===== config.mk =====
export PLATFORM = sky130hd
export DESIGN_NAME = apb_master_bridge_flat
export DESIGN_NICKNAME = d
export VERILOG_FILES = /design/src/rtl/apb_master_bridge_pkg.sv /design/src/rtl/apb_master_bridge_if.sv /design/src/rtl/apb_master_bridge.sv /design/src/flat_wrapper.sv
export SDC_FILE = /design/constraint.sdc
export NUM_CORES = 1
export LEC_CHECK = 0
export BUFFER_PORTS_ARGS = -buffer_cell sky130_fd_sc_hd__buf_2
export CORE_MARGIN = 2
export CORE_UTILIZATION = 47
export CTS_CLUSTER_DIAMETER = 200
export DETAILED_ROUTE_END_ITERATION = 7
export PLACE_DENSITY = 0.86
export SETUP_SLACK_MARGIN = 0.3
export SKIP_CTS_REPAIR_TIMING = 1
export SKIP_LAST_GASP = 1
export SYNTH_ARGS = -nofsm -noshare
export SYNTH_HDL_FRONTEND = slang
export SYNTH_SLANG_ARGS = --single-unit

===== constraint.sdc =====
create_clock -name HCLK -period 1.9 [get_ports HCLK]
set_input_delay 0.095 -clock HCLK [delete_from_list [all_inputs] [get_ports HCLK]]
set_output_delay 0.095 -clock HCLK [all_outputs]
set_load 0.01 [all_outputs]

===== src/rtl/apb_master_bridge_pkg.sv =====
// Shared types and constants for the valid/ready to APB3 master bridge.
package apb_pkg;

  localparam int unsigned APB_DATA_WIDTH     = 32;
  localparam int unsigned APB_ADDR_WIDTH_DEF = 12;

  typedef enum logic [1:0] {
    IDLE   = 2'd0,
    SETUP  = 2'd1,
    ACCESS = 2'd2,
    RESP   = 2'd3
  } apb_state_e;

  typedef struct packed {
    logic [APB_ADDR_WIDTH_DEF-1:0] addr;
    logic                          we;
    logic [APB_DATA_WIDTH-1:0]     wdata;
  } apb_req_t;

  typedef struct packed {
    logic [APB_DATA_WIDTH-1:0] rdata;
    logic                      err;
    logic                      timeout;
  } apb_resp_t;

endpackage


===== src/rtl/apb_master_bridge_if.sv =====
// Request/response port plus APB3 bus seen by the bridge (master) and its environment (slave).
interface apb_master_bridge_if
  import apb_pkg::*;
#(
  parameter int unsigned APB_ADDR_WIDTH = 12
);

  logic                      req_valid;
  logic                      req_ready;
  logic [APB_ADDR_WIDTH-1:0] req_addr;
  logic                      req_we;
  logic [APB_DATA_WIDTH-1:0] req_wdata;

  logic                      resp_valid;
  logic                      resp_ready;
  logic [APB_DATA_WIDTH-1:0] resp_rdata;
  logic                      resp_err;
  logic                      resp_timeout;

  logic [APB_ADDR_WIDTH-1:0] PADDR;
  logic [APB_DATA_WIDTH-1:0] PWDATA;
  logic                      PWRITE;
  logic                      PSEL;
  logic                      PENABLE;
  logic [APB_DATA_WIDTH-1:0] PRDATA;
  logic                      PREADY;
  logic                      PSLVERR;

  modport master (
    input  req_valid, req_addr, req_we, req_wdata, resp_ready,
           PRDATA, PREADY, PSLVERR,
    output req_ready, resp_valid, resp_rdata, resp_err, resp_timeout,
           PADDR, PWDATA, PWRITE, PSEL, PENABLE
  );

  modport slave (
    output req_valid, req_addr, req_we, req_wdata, resp_ready,
           PRDATA, PREADY, PSLVERR,
    input  req_ready, resp_valid, resp_rdata, resp_err, resp_timeout,
           PADDR, PWDATA, PWRITE, PSEL, PENABLE
  );

endinterface


===== src/rtl/apb_master_bridge.sv =====
// Single-outstanding APB3 master: one request in, one SETUP/ACCESS transfer out,
// one response back, with an optional PREADY timeout.
module apb_master_bridge
  import apb_pkg::*;
#(
  parameter int unsigned APB_ADDR_WIDTH = 12,
  parameter int unsigned TIMEOUT_CYCLES = 255,
  parameter int unsigned CNT_WIDTH      = 8
) (
  input  logic                HCLK,
  input  logic                HRESETn,
  apb_master_bridge_if.master bus
);

  localparam bit                   TO_EN   = (TIMEOUT_CYCLES != 0);
  localparam logic [CNT_WIDTH-1:0] TO_LAST = (TIMEOUT_CYCLES == 0) ? '0
                                           : CNT_WIDTH'(TIMEOUT_CYCLES - 1);

  apb_state_e                state_q, state_d;
  logic [APB_ADDR_WIDTH-1:0] paddr_q, paddr_d;
  logic [APB_DATA_WIDTH-1:0] pwdata_q, pwdata_d;
  logic                      pwrite_q, pwrite_d;
  logic                      psel_q, psel_d;
  logic                      penable_q, penable_d;
  logic                      req_ready_q, req_ready_d;
  logic                      resp_valid_q, resp_valid_d;
  apb_resp_t                 resp_q, resp_d;
  logic [CNT_WIDTH-1:0]      cnt_q, cnt_d;

  // Next state, captured payloads and the timeout counter.
  always_comb begin
    state_d  = state_q;
    paddr_d  = paddr_q;
    pwdata_d = pwdata_q;
    pwrite_d = pwrite_q;
    resp_d   = resp_q;
    cnt_d    = cnt_q;

    case (state_q)
      IDLE: begin
        if (bus.req_valid) begin
          paddr_d  = bus.req_addr;
          pwrite_d = bus.req_we;
          if (bus.req_we) pwdata_d = bus.req_wdata;
          state_d  = SETUP;
        end
      end
      SETUP: state_d = ACCESS;
      ACCESS: begin
        if (bus.PREADY) begin
          resp_d.rdata   = pwrite_q ? '0 : bus.PRDATA;
          resp_d.err     = bus.PSLVERR;
          resp_d.timeout = 1'b0;
          cnt_d          = '0;
          state_d        = RESP;
        end else if (TO_EN && (cnt_q == TO_LAST)) begin
          resp_d.rdata   = '0;
          resp_d.err     = 1'b1;
          resp_d.timeout = 1'b1;
          cnt_d          = '0;
          state_d        = RESP;
        end else if (TO_EN && (cnt_q != '1)) begin
          cnt_d = cnt_q + CNT_WIDTH'(1);
        end
      end
      RESP: begin
        if (bus.resp_ready) state_d = IDLE;
      end
      default: state_d = IDLE;
    endcase

    // Bus/handshake flags are registered copies of the next-state decode.
    psel_d       = (state_d == SETUP) || (state_d == ACCESS);
    penable_d    = (state_d == ACCESS);
    req_ready_d  = (state_d == IDLE);
    resp_valid_d = (state_d == RESP);
  end

  always_ff @(posedge HCLK or negedge HRESETn) begin
    if (!HRESETn) begin
      state_q      <= IDLE;
      paddr_q      <= '0;
      pwdata_q     <= '0;
      pwrite_q     <= 1'b0;
      psel_q       <= 1'b0;
      penable_q    <= 1'b0;
      req_ready_q  <= 1'b1;
      resp_valid_q <= 1'b0;
      resp_q       <= '0;
      cnt_q        <= '0;
    end else begin
      state_q      <= state_d;
      paddr_q      <= paddr_d;
      pwdata_q     <= pwdata_d;
      pwrite_q     <= pwrite_d;
      psel_q       <= psel_d;
      penable_q    <= penable_d;
      req_ready_q  <= req_ready_d;
      resp_valid_q <= resp_valid_d;
      resp_q       <= resp_d;
      cnt_q        <= cnt_d;
    end
  end

  assign bus.req_ready    = req_ready_q;
  assign bus.resp_valid   = resp_valid_q;
  assign bus.resp_rdata   = resp_q.rdata;
  assign bus.resp_err     = resp_q.err;
  assign bus.resp_timeout = resp_q.timeout;
  assign bus.PADDR        = paddr_q;
  assign bus.PWDATA       = pwdata_q;
  assign bus.PWRITE       = pwrite_q;
  assign bus.PSEL         = psel_q;
  assign bus.PENABLE      = penable_q;

endmodule


===== src/flat_wrapper.sv =====
// flat-port wrapper written by rule: the top's interface ports become plain ports
module apb_master_bridge_flat import apb_pkg::*;
#(
  parameter int unsigned APB_ADDR_WIDTH = 12,
  parameter int unsigned TIMEOUT_CYCLES = 255,
  parameter int unsigned CNT_WIDTH      = 8
)
  (HCLK, HRESETn, bus_req_valid, bus_req_addr, bus_req_we, bus_req_wdata, bus_resp_ready, bus_PRDATA, bus_PREADY, bus_PSLVERR, bus_req_ready, bus_resp_valid, bus_resp_rdata, bus_resp_err, bus_resp_timeout, bus_PADDR, bus_PWDATA, bus_PWRITE, bus_PSEL, bus_PENABLE);
  apb_master_bridge_if #(.APB_ADDR_WIDTH(APB_ADDR_WIDTH)) bus_i ();
  input  logic HCLK;
  input  logic HRESETn;
  input wire logic [$bits(bus_i.req_valid)-1:0] bus_req_valid;
  input wire logic [$bits(bus_i.req_addr)-1:0] bus_req_addr;
  input wire logic [$bits(bus_i.req_we)-1:0] bus_req_we;
  input wire logic [$bits(bus_i.req_wdata)-1:0] bus_req_wdata;
  input wire logic [$bits(bus_i.resp_ready)-1:0] bus_resp_ready;
  input wire logic [$bits(bus_i.PRDATA)-1:0] bus_PRDATA;
  input wire logic [$bits(bus_i.PREADY)-1:0] bus_PREADY;
  input wire logic [$bits(bus_i.PSLVERR)-1:0] bus_PSLVERR;
  output wire logic [$bits(bus_i.req_ready)-1:0] bus_req_ready;
  output wire logic [$bits(bus_i.resp_valid)-1:0] bus_resp_valid;
  output wire logic [$bits(bus_i.resp_rdata)-1:0] bus_resp_rdata;
  output wire logic [$bits(bus_i.resp_err)-1:0] bus_resp_err;
  output wire logic [$bits(bus_i.resp_timeout)-1:0] bus_resp_timeout;
  output wire logic [$bits(bus_i.PADDR)-1:0] bus_PADDR;
  output wire logic [$bits(bus_i.PWDATA)-1:0] bus_PWDATA;
  output wire logic [$bits(bus_i.PWRITE)-1:0] bus_PWRITE;
  output wire logic [$bits(bus_i.PSEL)-1:0] bus_PSEL;
  output wire logic [$bits(bus_i.PENABLE)-1:0] bus_PENABLE;
  assign bus_i.req_valid = bus_req_valid;
  assign bus_i.req_addr = bus_req_addr;
  assign bus_i.req_we = bus_req_we;
  assign bus_i.req_wdata = bus_req_wdata;
  assign bus_i.resp_ready = bus_resp_ready;
  assign bus_i.PRDATA = bus_PRDATA;
  assign bus_i.PREADY = bus_PREADY;
  assign bus_i.PSLVERR = bus_PSLVERR;
  assign bus_req_ready = bus_i.req_ready;
  assign bus_resp_valid = bus_i.resp_valid;
  assign bus_resp_rdata = bus_i.resp_rdata;
  assign bus_resp_err = bus_i.resp_err;
  assign bus_resp_timeout = bus_i.resp_timeout;
  assign bus_PADDR = bus_i.PADDR;
  assign bus_PWDATA = bus_i.PWDATA;
  assign bus_PWRITE = bus_i.PWRITE;
  assign bus_PSEL = bus_i.PSEL;
  assign bus_PENABLE = bus_i.PENABLE;
  apb_master_bridge #(.APB_ADDR_WIDTH(APB_ADDR_WIDTH), .TIMEOUT_CYCLES(TIMEOUT_CYCLES), .CNT_WIDTH(CNT_WIDTH)) u_core (.HCLK(HCLK), .HRESETn(HRESETn), .bus(bus_i));
endmodule

# [After elaboration in Yosys (flattened, before gate mapping)]
# Cells that the tools add are included.
[classes] addsub=1 eq_ne=8 muxes=11 n_reduce_logical=9
[ops] operator="34-bit two-way mux" n=2
[ops] operator="32-bit two-way mux" n=1
[ops] operator="8-bit two-way mux" n=3
[ops] operator="8-bit by 1-bit adder with 8-bit output, second input constant" n=1
[ops] operator="2-bit equality test, second input constant" n=4
[ops] operator="8-bit equality test, second input constant" n=1
[ops] operator="2-bit two-way mux" n=4
[ops] operator="8-bit != test, second input constant" n=1
[ops] operator="2-bit one-hot mux with 4 select lines" n=1
[ops] operator="2-bit AND reduction" n=3
[ops] operator="2-bit by 1-bit equality test with 1-bit output, second input constant" n=2
[ops] operator="2-bit logical NOT" n=2
[ops] operator="3-bit AND reduction" n=1
[ops] operator="3-bit nonzero test" n=1
[ops] operator="2-bit nonzero test" n=1
[ops] operator="1-bit logical OR" n=1
[totals] regBits=93 inputBits=83 out_inout_bits=83 wordCells=41

# [Longest topological paths before layout]
[depth] word_depth=6 ltp_mapped=7 ltp_nobuf=6

# [Worst setup path before layout]
# Ideal clock, no wire load.
[synth_path] kind="reg-to-reg" start="register u_core.cnt_q[2]" end="register u_core.psel_q, in the netlist u_core.bus.PSEL" setup_ps=126 arrival_time_ps=1578 slack_ps=196 path_stages_with_launch=7 n_path_buf=1 path_cell_list="dfrtp_1 buf_2 and4_4 a31oi_4 nor2_1 or3_1 ha_1"
[synth_between] elab_chain_cells=6 word_cells_on_any_way=7 classes_between="3 x eq/ne; 3 x mux; 1 x reduce/logical"
[synth_lines] item="from (decl)" line="apb_master_bridge.sv:28" text="logic [CNT_WIDTH-1:0] cnt_q, cnt_d;"
[synth_lines] item="from (signal assigned)" line="apb_master_bridge.sv:101" text="cnt_q <= cnt_d;"
[synth_lines] item="8-bit equality test (*)" line="apb_master_bridge.sv:56" text="end else if (TO_EN && (cnt_q == TO_LAST)) begin"
[synth_lines] item="2-bit two-way mux (*)" line="apb_master_bridge.sv:56"
[synth_lines] item="2-bit two-way mux (*)" line="apb_master_bridge.sv:50" text="if (bus.PREADY) begin"
[synth_lines] item="2-bit one-hot mux with 4 select lines (*)" line="apb_master_bridge.sv:39" text="case (state_q)"
[synth_lines] item="2-bit by 1-bit equality test with 1-bit output / 2-bit equality test (equally long branches)" line="apb_master_bridge.sv:73" text="psel_d = (state_d == SETUP) || (state_d == ACCESS);"
[synth_lines] item="1-bit logical OR (*)" line="apb_master_bridge.sv:73"
[synth_lines] item="via u_core.psel_d" line="apb_master_bridge.sv:23" text="logic psel_q, psel_d;"
[synth_lines] item="to (signal assigned)" line="apb_master_bridge.sv:96" text="psel_q <= psel_d;"
[synth_lines] item="to (decl)" line="apb_master_bridge.sv:23"
# Mark *: on every way through the listed nets, which the timed path passes. The rest lies on a longest branch.
# A chain may end at the register's enable or synchronous reset.

# [Worst setup path after layout]
[layout_path] start="register u_core.cnt_q[3]" end="register u_core.psel_q, in the netlist u_core.bus.PSEL"
# Same word-level chain as after synthesis.

==> run metrics <==
DR iter-0 viols 163; clock share of power 15.7%; TNS Setup 0 ns; top cells by count, synth dfrtp_1 (92), nand2_1 (77), o21ai_0 (37); Die Area 8914 µm²; fin area 5877 µm²; Slowest-stage cell, CP dfrtp_2; first-pass GRT wire length 14350 µm; Final min period 1.668 ns; via/cell ratio 5.190; worst-margin pin slew 0.6328 ns; crit-path max cell delay 0.44 ns; sequential element share of the synthesized area 60.60%; Setup violations, final 0; Comb power frac 42.2%; Max-Cap Viols 0; CTS Buf Count 9; clk_lat worst skew 0.37 ns; number of core rows 32; HPWL Detailed 6752 µm; RSZ-0062 raised after global routing true; Final Net Count 686; WP data arrival 1.91 ns; aggregate routed wire length 12370 µm; H-tree level count 3; Switching Fraction 39.06%; routed vias 3659; power share of the sequential group 42.1%; fin. max-slew vios 0; cell count after synthesis 349; top cell type's share of synthesized area 59.92%; CTS tree built; I/O Buffers 165; post-synthesis async set-or-reset flop share 100.0%; critical path peak fanout 5; pwr dens 1391 nW/µm²; Worst Path Required 2.15 ns; largest net degree at the start of global routing 50; area delta synth->final 52.95%; Hold Path Class in2reg; syn_area_per_cell 11.01 µm²; vias in the first global route 3078; Syn. warnings 0; Hold Fails Final Rpt 3; Hold WS -0.03047 ns; startpoint types flop; Synth area leader dfrtp_1; status finished with violations; setup skew after layout 0.02138 ns; initial antenna violation count 0; Lkg Pwr 2.942 nW; Synth cell types 37; most frequent cell after synthesis dfrtp_1; IO Count 166; Crit Path Category reg2reg; Mapped Area 3842 µm²; layout cells sized above 1 42.29%; largest cells by area after synthesis dfrtp_1 (60%), mux2_2 (10%), nand2_1 (7.5%); post-synth net total 437; Sink Count 93; failing checks hold timing; routed len/inst 17.55 µm; Post-route DRC 0; RePlAce Congestion 0.8630; Internal Power 4.983 mW; switching power 3.194 mW; ys flop type dfrtp_1; Max Fclk 0.5995 GHz; crit end category flop; CP Cell Sequence and4_4 > a31oi_4 > nor2_4 > or3_1 > ha_1; CORE AREA 7807 µm²; ANT cells 0; maximum buffer depth of the clock tree 2; period utilisation layout 87.80%; initial core utilization 49.21%; Clock transition at path regs 0.09 ns; synthesis-stage register bit count 93; DRT antenna net count 0; Root Buffer clkbuf_8; Post-DP Area 4800 µm²; Detailed Routing Iterations Pass 1 4; GRT Total Usage 20.71%; VDD IR max 0.8162 mV; GR Overflow Total 0; DIE HEIGHT 94.42 µm; Rel. slew slack 57.81%; die width 94.42 µm; Post-synth EDFFs 0
==> power by group through the flow <==
stage / combinational [mW] / clock [mW] / sequential, mW
2_1_floorplan: 1.35 / 0 / 3.78
3_3_place_gp: 3.04 / 0 / 3.33
3_5_place_dp: 3.15 / 0 / 3.38
4_1_cts: 3.15 / 1.30 / 3.36
5_1_grt: 3.76 / 1.39 / 3.53
6_report: 3.45 / 1.29 / 3.44
==> worst max-delay path, delay by kind of cell, from the launching register on <==
family,cells,cell delay [ns]
adder cells (fa/ha/maj),1,0.28
flip-flops,1,0.44
AND/OR/NAND/NOR,3,0.59
AO/OA/AOI/OAI,1,0.24
==> placed cells by master (no fill, tap or decap), types with 2 or more instances in the layout <==
cell,n
clkinv_4,3
inv_1,4
nand2_1,77
nand3_1,6
or3_1,3
mux2_2,34
a21o_1,3
ha_1,3
dlygate4sd3_1,74
a21oi_1,4
o21ai_0,37
dfrtp_1,89
nor2_2,2
buf_2,164
dfrtp_2,3
nor3b_1,2
buf_4,18
buf_12,2
clkbuf_8,10
nor2_1,2
nor3_1,3
or2_4,2
o21ai_1,30
==> flip-flops by register name, indices dropped and copies added, names as in the netlist, 2 cells and up <==
name and flops:
u_core.bus.PWDATA 32, u_core.bus.resp_rdata 32, u_core.bus.PADDR 12, u_core.cnt_q 8, u_core.state_q 2
==> layer usage <==
metal	vias up	global-route usage [%]	wire (µm)	part of all wire, %
met4	0	9.662	592	4.8
met3	46	3.911	693	5.6
met2	149	36.37	6689	54
met5	-	0	0	0
li1	1695	-	-	-
met1	1769	24.65	4398	36
==> final cells by class <==
cell class | count | area, µm²
sequential | 93 | 2332
fill | 518 | 1931
clock buffer | 10 | 137.6
multi-input combinational | 229 | 1434
inverter | 5 | 18.77
timing repair buffer | 260 | 1773
tap | 102 | 127.6
clock inverter | 6 | 53.80
==> metrics by stage <==
step                utilization (%)  setup slack (ns)  cells  power [mW]  hold slack [ns]
finish                        75.27            0.2319    705       8.177         -0.03047
global route                  75.27            0.1773    705       8.676         -0.01395
detailed placement            61.47            0.1517    603       6.531           0.1597
global placement              61.47            0.2154    603       6.366           0.1493
floorplan                         -            0.3034    349       5.131          -0.2006
CTS                           63.93           0.09667    619       7.799          -0.2496
==> kinds of logic (layout without fill, tap and decap cells) <==
kind of cell	after synthesis	in the layout	synth area share [%]
adder cells (fa/ha/maj)	5	5	1.628
multiplexers	35	35	10.22
AND/OR/NAND/NOR	108	108	12.31
buffers and inverters	27	281	3.484
AO/OA/AOI/OAI	81	81	11.76
flip-flops	93	93	60.60
==> final timing paths <==
path,depth (start not counted),slack (ns),to,start
worst min register to register,2,0.48,u_core.bus.PADDR[11],u_core.bus.PADDR[11]
worst min-delay path,3,-0.03,u_core.bus.resp_rdata[27],bus_PRDATA[27]
max in group asynchronous,3,0.96,u_core.bus.resp_rdata[23],HRESETn
worst max register to register,5,0.23,u_core.bus.PSEL,u_core.cnt_q[3]
worst max-delay path,5,0.23,u_core.bus.PSEL,u_core.cnt_q[3]
min in group asynchronous,2,0.30,u_core.bus.PWDATA[16],HRESETn
No activity file was read; power rests on OpenSTA's default activity.
